File: src/rtl/freq_div_pkg.sv
// Shared types and constants for the programmable clock divider.
package freq_div_pkg;

  typedef enum logic [1:0] {
    IDLE  = 2'd0,
    RUN   = 2'd1,
    DRAIN = 2'd2
  } state_e;

  localparam int unsigned MIN_DIV = 2;

endpackage

File: src/rtl/freq_div_core.sv
// Period counter with terminal-count wrap and registered high-time compare.
module freq_div_core #(
  parameter int CNT_W = 16
) (
  input  logic             clk,
  input  logic             rst,
  input  logic             run,
  input  logic             run_nxt,
  input  logic [CNT_W-1:0] act_div,
  input  logic [CNT_W-1:0] high_nxt,
  output logic             wrap,
  output logic             div_out
);

  logic [CNT_W-1:0] cnt;
  logic [CNT_W-1:0] cnt_nxt;

  assign wrap = run && (cnt == act_div - CNT_W'(1));

  // A fresh start from idle, a wrap, or stopping all return the count to zero.
  always_comb begin
    cnt_nxt = '0;
    if (run && run_nxt && !wrap) cnt_nxt = cnt + CNT_W'(1);
  end

  // div_out is registered from next-cycle values so it lines up with cnt.
  always_ff @(posedge clk) begin
    if (rst) begin
      cnt     <= '0;
      div_out <= 1'b0;
    end else begin
      cnt     <= cnt_nxt;
      div_out <= run_nxt && (cnt_nxt < high_nxt);
    end
  end

endmodule

File: src/rtl/freq_div_ctrl.sv
// Divider control: run/drain sequencing, config handshake and pending-config
// holding registers that are applied on period boundaries.
//
//   state | meaning
//   IDLE  | stopped, counter held at 0, output low
//   RUN   | dividing, en asserted
//   DRAIN | en dropped, finishing the current period before stopping
module freq_div_ctrl
  import freq_div_pkg::*;
#(
  parameter int CNT_W    = 16,
  parameter int DEF_DIV  = 10,
  parameter int DEF_HIGH = 7
) (
  input  logic             clk,
  input  logic             rst,
  input  logic             en,
  input  logic             cfg_valid,
  output logic             cfg_ready,
  input  logic [CNT_W-1:0] cfg_div,
  input  logic [CNT_W-1:0] cfg_high,
  output logic             div_out,
  output logic             period_start,
  output logic             cfg_applied,
  output logic             cfg_err,
  output logic             busy
);

  localparam int DEF_HIGH_CLAMP = (DEF_HIGH > DEF_DIV) ? DEF_DIV : DEF_HIGH;

  state_e           state_q, state_d;
  logic [CNT_W-1:0] act_div_q, act_div_d;
  logic [CNT_W-1:0] act_high_q, act_high_d;
  logic [CNT_W-1:0] pend_div_q, pend_div_d;
  logic [CNT_W-1:0] pend_high_q, pend_high_d;
  logic             pend_q, pend_d;
  logic [CNT_W-1:0] cfg_high_clamp;
  logic             accept, legal, apply;
  logic             run, run_nxt, wrap;

  assign run       = (state_q != IDLE);
  assign run_nxt   = (state_d != IDLE);
  assign busy      = run;
  assign cfg_ready = !pend_q;

  always_comb begin
    state_d = state_q;
    unique case (state_q)
      IDLE:    if (en) state_d = RUN;
      RUN:     if (!en) state_d = DRAIN;
      DRAIN: begin
        if (en)        state_d = RUN;
        else if (wrap) state_d = IDLE;
      end
      default: state_d = IDLE;
    endcase
  end

  assign accept         = cfg_valid && !pend_q;
  assign legal          = (cfg_div >= CNT_W'(MIN_DIV));
  assign cfg_high_clamp = (cfg_high > cfg_div) ? cfg_div : cfg_high;

  // A legal request lands immediately when idle or on a wrap cycle;
  // otherwise it waits in the holding registers for the next boundary.
  always_comb begin
    act_div_d   = act_div_q;
    act_high_d  = act_high_q;
    pend_d      = pend_q;
    pend_div_d  = pend_div_q;
    pend_high_d = pend_high_q;
    apply       = 1'b0;
    if (accept && legal) begin
      if (!run || wrap) begin
        act_div_d  = cfg_div;
        act_high_d = cfg_high_clamp;
        apply      = 1'b1;
      end else begin
        pend_d      = 1'b1;
        pend_div_d  = cfg_div;
        pend_high_d = cfg_high_clamp;
      end
    end else if (pend_q && wrap) begin
      act_div_d  = pend_div_q;
      act_high_d = pend_high_q;
      pend_d     = 1'b0;
      apply      = 1'b1;
    end
  end

  always_ff @(posedge clk) begin
    if (rst) begin
      state_q      <= IDLE;
      act_div_q    <= CNT_W'(DEF_DIV);
      act_high_q   <= CNT_W'(DEF_HIGH_CLAMP);
      pend_q       <= 1'b0;
      pend_div_q   <= '0;
      pend_high_q  <= '0;
      period_start <= 1'b0;
      cfg_applied  <= 1'b0;
      cfg_err      <= 1'b0;
    end else begin
      state_q      <= state_d;
      act_div_q    <= act_div_d;
      act_high_q   <= act_high_d;
      pend_q       <= pend_d;
      pend_div_q   <= pend_div_d;
      pend_high_q  <= pend_high_d;
      period_start <= run_nxt && (!run || wrap);
      cfg_applied  <= apply;
      cfg_err      <= accept && !legal;
    end
  end

  freq_div_core #(
    .CNT_W (CNT_W)
  ) u_core (
    .clk      (clk),
    .rst      (rst),
    .run      (run),
    .run_nxt  (run_nxt),
    .act_div  (act_div_q),
    .high_nxt (act_high_d),
    .wrap     (wrap),
    .div_out  (div_out)
  );

endmodule

File: config.mk
export PLATFORM = sky130hd
export DESIGN_NAME = freq_div_ctrl
export DESIGN_NICKNAME = d
export VERILOG_FILES = /design/src/rtl/freq_div_pkg.sv /design/src/rtl/freq_div_core.sv /design/src/rtl/freq_div_ctrl.sv
export SDC_FILE = /design/constraint.sdc
export NUM_CORES = 1
export LEC_CHECK = 0
export BUFFER_PORTS_ARGS = -buffer_cell sky130_fd_sc_hd__buf_2
export CORE_MARGIN = 2
export CORE_UTILIZATION = 54
export CTS_CLUSTER_SIZE = 14
export DETAILED_ROUTE_END_ITERATION = 16
export PLACE_DENSITY = 0.73
export SLEW_MARGIN = 10
export SYNTH_ARGS = -nofsm -noshare
export SYNTH_HDL_FRONTEND = slang
export SYNTH_SLANG_ARGS = --single-unit
export TNS_END_PERCENT = 30
File: constraint.sdc
create_clock -name clk -period 13.7 [get_ports clk]
set_clock_uncertainty 0.1 [all_clocks]
set_input_delay 2.055 -clock clk [delete_from_list [all_inputs] [get_ports clk]]
set_output_delay 2.055 -clock clk [all_outputs]
set_load 0.01 [all_outputs]
==> out/results.tsv <==
stage	metric	value	unit
run_status	status	finished, final reports clean	
place	placed inst area	0.00556	mm2
synthesis	count of different cell masters after synthesis	63	
worst_setup_path	Worst Path Max Fanout	9	
power	pwr dens	109	mW/mm2
place	port bufs	41	
worst_setup_path	Slowest-stage cell, CP	a21oi_1	
global_routing	GRT Util Overall	26.2	%
global_routing	total grt overflow	0	
global_routing	routing usage on met1	35.5	%
die	Die ar.	0.0108	mm2
clocking	clk_lat worst skew	0.36	ns
worst_setup_path	Crit path largest cell delay	0.60	ns
die	Die Height	104	um
clocking	worst-case clock buffer depth	2	
synthesis	sequential area share after synthesis	32.4	%
cells_and_area	most common cell after layout, fill and taps aside	dfxtp_1	
timing	Slew Limit Headroom	38.0	%
route	Total Wirelength	13.6	mm
cells_and_area	post-route insts no fill	765	
route	DR vias/cell	6.07	
timing	setup_tns	0	ns
die	num ports	42	
synthesis	Main synth FF type	dfxtp_1	
global_routing	antenna violations before repair	0	
worst_setup_path	Worst Path Required	13.87	ns
timing	min Tclk post-route	5.95	ns
route	# DRC	0	
cells_and_area	FILL cells	868	
global_routing	number of global-route vias before repair	4482	
synthesis	EDFF count, synth	0	
timing	fin crit share	43.4	%
die	initial core utilization	55.3	%
die	Die X	104	um
synthesis	Cell Area, Synth	0.00538	mm2
worst_setup_path	Worst path top cell family by delay	compound AO/OA/AOI/OAI gates	
cells_and_area	Ant. Diodes	0	
route	1st-iter DRT viols	321	
power	Leak	2.46	nW
timing	final hold vios	0	
synthesis	Mapped Avg Cell Area	8.85	um2
clocking	H-tree Lvls	3	
worst_setup_path	CP arrival	6.12	ns
timing	Slew Limit Fails	0	
synthesis	Syn Nets	677	
global_routing	GRT busiest layer	met2	
route	post-route ant nets	0	
die	# rows	36	
synthesis	Yosys reg bits	87	
place	DP HPWL	9.96	mm
timing	final setup fails	0	
synthesis	ys async rst share	0	%
global_routing	global-route wire length before repair	22.7	mm
worst_setup_path	Cell Chain, Critical Path	buf_2 -> inv_1 -> ha_1 -> nand4_1 -> or2_2 -> a211oi_1 -> a2111oi_0 -> a21oi_1 -> buf_4 -> mux2_2 -> nand3_1 -> and3_1 -> ha_1 -> a21o_1 -> a21o_1 -> a21oi_1 -> a211o_1 -> nor2_1 -> a311oi_1	
timing	worst slew pin tran	0.931	ns
clocking	clock slew at reported path FFs	0.09	ns
cells_and_area	share of cells above drive strength 1	16.5	%
worst_setup_path	CP startpoint kind	input pin	
cells_and_area	Final nets	697	
job	max-cap violation count	0	
timing	FMAX	168	MHz
place	placed cell count	750	
cells_and_area	Layout Area Growth over Synthesis	7.67	%
cells_and_area	commonest non-fill, non-tap cells in the layout	dfxtp_1 (87), nor2_1 (59), mux2i_1 (48), buf_2 (41), ha_1 (33)	
timing	RSZ-0062 raised after global routing	no	
worst_setup_path	Crit Path Category	in -> reg	
global_routing	largest net degree at the start of global routing	85	
place	GP Congestion	0.911	
die	core area	0.00973	mm2
synthesis	yosys synthesis warning count	0	
clocking	clk sinks	87	
clocking	CTS resizes	0	
global_routing	GR Layer Usage met3	3.08	%
route	via count	4645	
clocking	hold buffers post-CTS	0	
global_routing	met2 usage	43.1	%
route	DRT Pass-1 Iters	5	
route	Wirelength per Cell	17.8	um
worst_setup_path	buffers plus inverters on the worst setup path	3	
clocking	CTS tree	done	
clocking	CTS Buf Count	9	
worst_setup_path	Worst Setup End Kind	register	
synthesis	Post-Syn Instances	608	
clocking	post-CTS setup buffers	0	
power	peak supply drop	58.4	uV
clocking	root buffer cell	clkbuf_8	
cells_and_area	Finished Cell Area	0.00580	mm2
min_path	class of the worst hold path	reg -> reg	
==> kinds of logic after synthesis <==
group / count (synthesis) / synth area share [%]
AO/OA/AOI/OAI: 122 / 16.4
XOR/XNOR: 31 / 5.04
adder cells (fa/ha/maj): 33 / 7.67
buffers and inverters: 61 / 5.95
flip-flops: 87 / 32.4
multiplexers: 65 / 12.5
AND/OR/NAND/NOR: 209 / 20.1
==> routing by layer <==
metal / vias to the layer above / routed length, um
met4: 0 / 259
met3: 22 / 751
li1: 2259 / -
met2: 143 / 6530
met5: - / 0
met1: 2221 / 6100
==> final timing paths <==
check                           slack [ns]                           to  cells after the start                   startpoint
worst max-delay path                  7.75    u_core.div_out$_SDFF_PP0_                     19                  cfg_div[15]
worst min-delay path                  0.37  pend_high_q[0]$_SDFFE_PP0P_                      2  pend_high_q[0]$_SDFFE_PP0P_
worst max register to register        8.69    u_core.div_out$_SDFF_PP0_                     17    act_div_q[0]$_SDFFE_PP0P_
worst min register to register        0.37  pend_high_q[0]$_SDFFE_PP0P_                      2  pend_high_q[0]$_SDFFE_PP0P_
==> Yosys cell counts, types with 2 or more instances <==
| library cell | count | share of area (%) |
|---|---|---|
| buf_4 | 2 | 0.28 |
| buf_2 | 4 | 0.37 |
| xor2_1 | 15 | 2.4 |
| o22ai_1 | 2 | 0.23 |
| ha_1 | 33 | 7.7 |
| a211oi_1 | 11 | 1.5 |
| or3_1 | 2 | 0.23 |
| or2_2 | 3 | 0.35 |
| nor2b_1 | 4 | 0.46 |
| buf_8 | 3 | 0.84 |
| o21ai_0 | 13 | 1.2 |
| a21o_1 | 7 | 0.98 |
| mux2i_1 | 48 | 8.9 |
| and3_1 | 19 | 2.2 |
| dfxtp_1 | 87 | 32 |
| o211ai_1 | 6 | 0.84 |
| a211o_1 | 3 | 0.49 |
| clkbuf_1 | 22 | 1.5 |
| nand2_1 | 26 | 1.8 |
| a221oi_1 | 2 | 0.33 |
| mux2_2 | 17 | 3.6 |
| o31ai_1 | 2 | 0.28 |
| nand4_1 | 10 | 1.2 |
| and2_1 | 2 | 0.23 |
| o21ai_1 | 8 | 0.74 |
| nor3b_1 | 2 | 0.28 |
| nand2b_1 | 3 | 0.35 |
| a211oi_2 | 10 | 2.3 |
| xnor2_1 | 16 | 2.6 |
| nor2_1 | 59 | 4.1 |
| nor3_1 | 28 | 2.6 |
| a31oi_1 | 15 | 1.7 |
| a21oi_1 | 30 | 2.8 |
| nand3_1 | 29 | 2.7 |
| inv_1 | 24 | 1.7 |
| nand3b_1 | 2 | 0.28 |
| buf_6 | 6 | 1.3 |
| nor4_1 | 7 | 0.81 |
| or4_4 | 2 | 0.42 |
==> state kept, by name (all words and copies together) (netlist names), 2 cells and up <==
register and count:
u_core.cnt 16, pend_high_q 16, act_high_q 16, act_div_q 16, pend_div_q 16, state_q 2
==> final cells by class <==
type	instances	area, um2	area share (%)
Tap cell	133	166	2.87
Multi-Input combinational cell	460	3320	57.3
Inverter	24	90.1	1.55
Clock buffer	10	128	2.20
Timing Repair Buffer	46	243	4.19
Clock inverter	5	106	1.84
Sequential cell	87	1740	30.1
==> where the power goes <==
group | internal, W | switching, W
logic | 0.0000549 | 0.0000790
clock network | 0.000121 | 0.0000954
registers | 0.000267 | 0.0000134
==> worst min-delay path, stage by stage, from the launching register on <==
cell and delay, ns:
dfxtp_1 0.31, inv_1 0.06, a211oi_1 0.06
==> per-stage QoR <==
stage / total power [W] / util [%] / setup slack [ns] / hold slack, ns
final: 0.000631 / 59.6 / 7.75 / 0.369
after global routing: 0.000659 / 59.6 / 7.48 / 0.379
after CTS: 0.000632 / 59.6 / 7.81 / 0.370
after detailed placement: 0.000418 / 57.2 / 7.46 / 0.358
after global placement: 0.000414 / 57.2 / 7.63 / 0.346
after floorplan: 0.000385 / - / 7.96 / 0.336
Note: power is estimated with default switching activity, not from simulation.
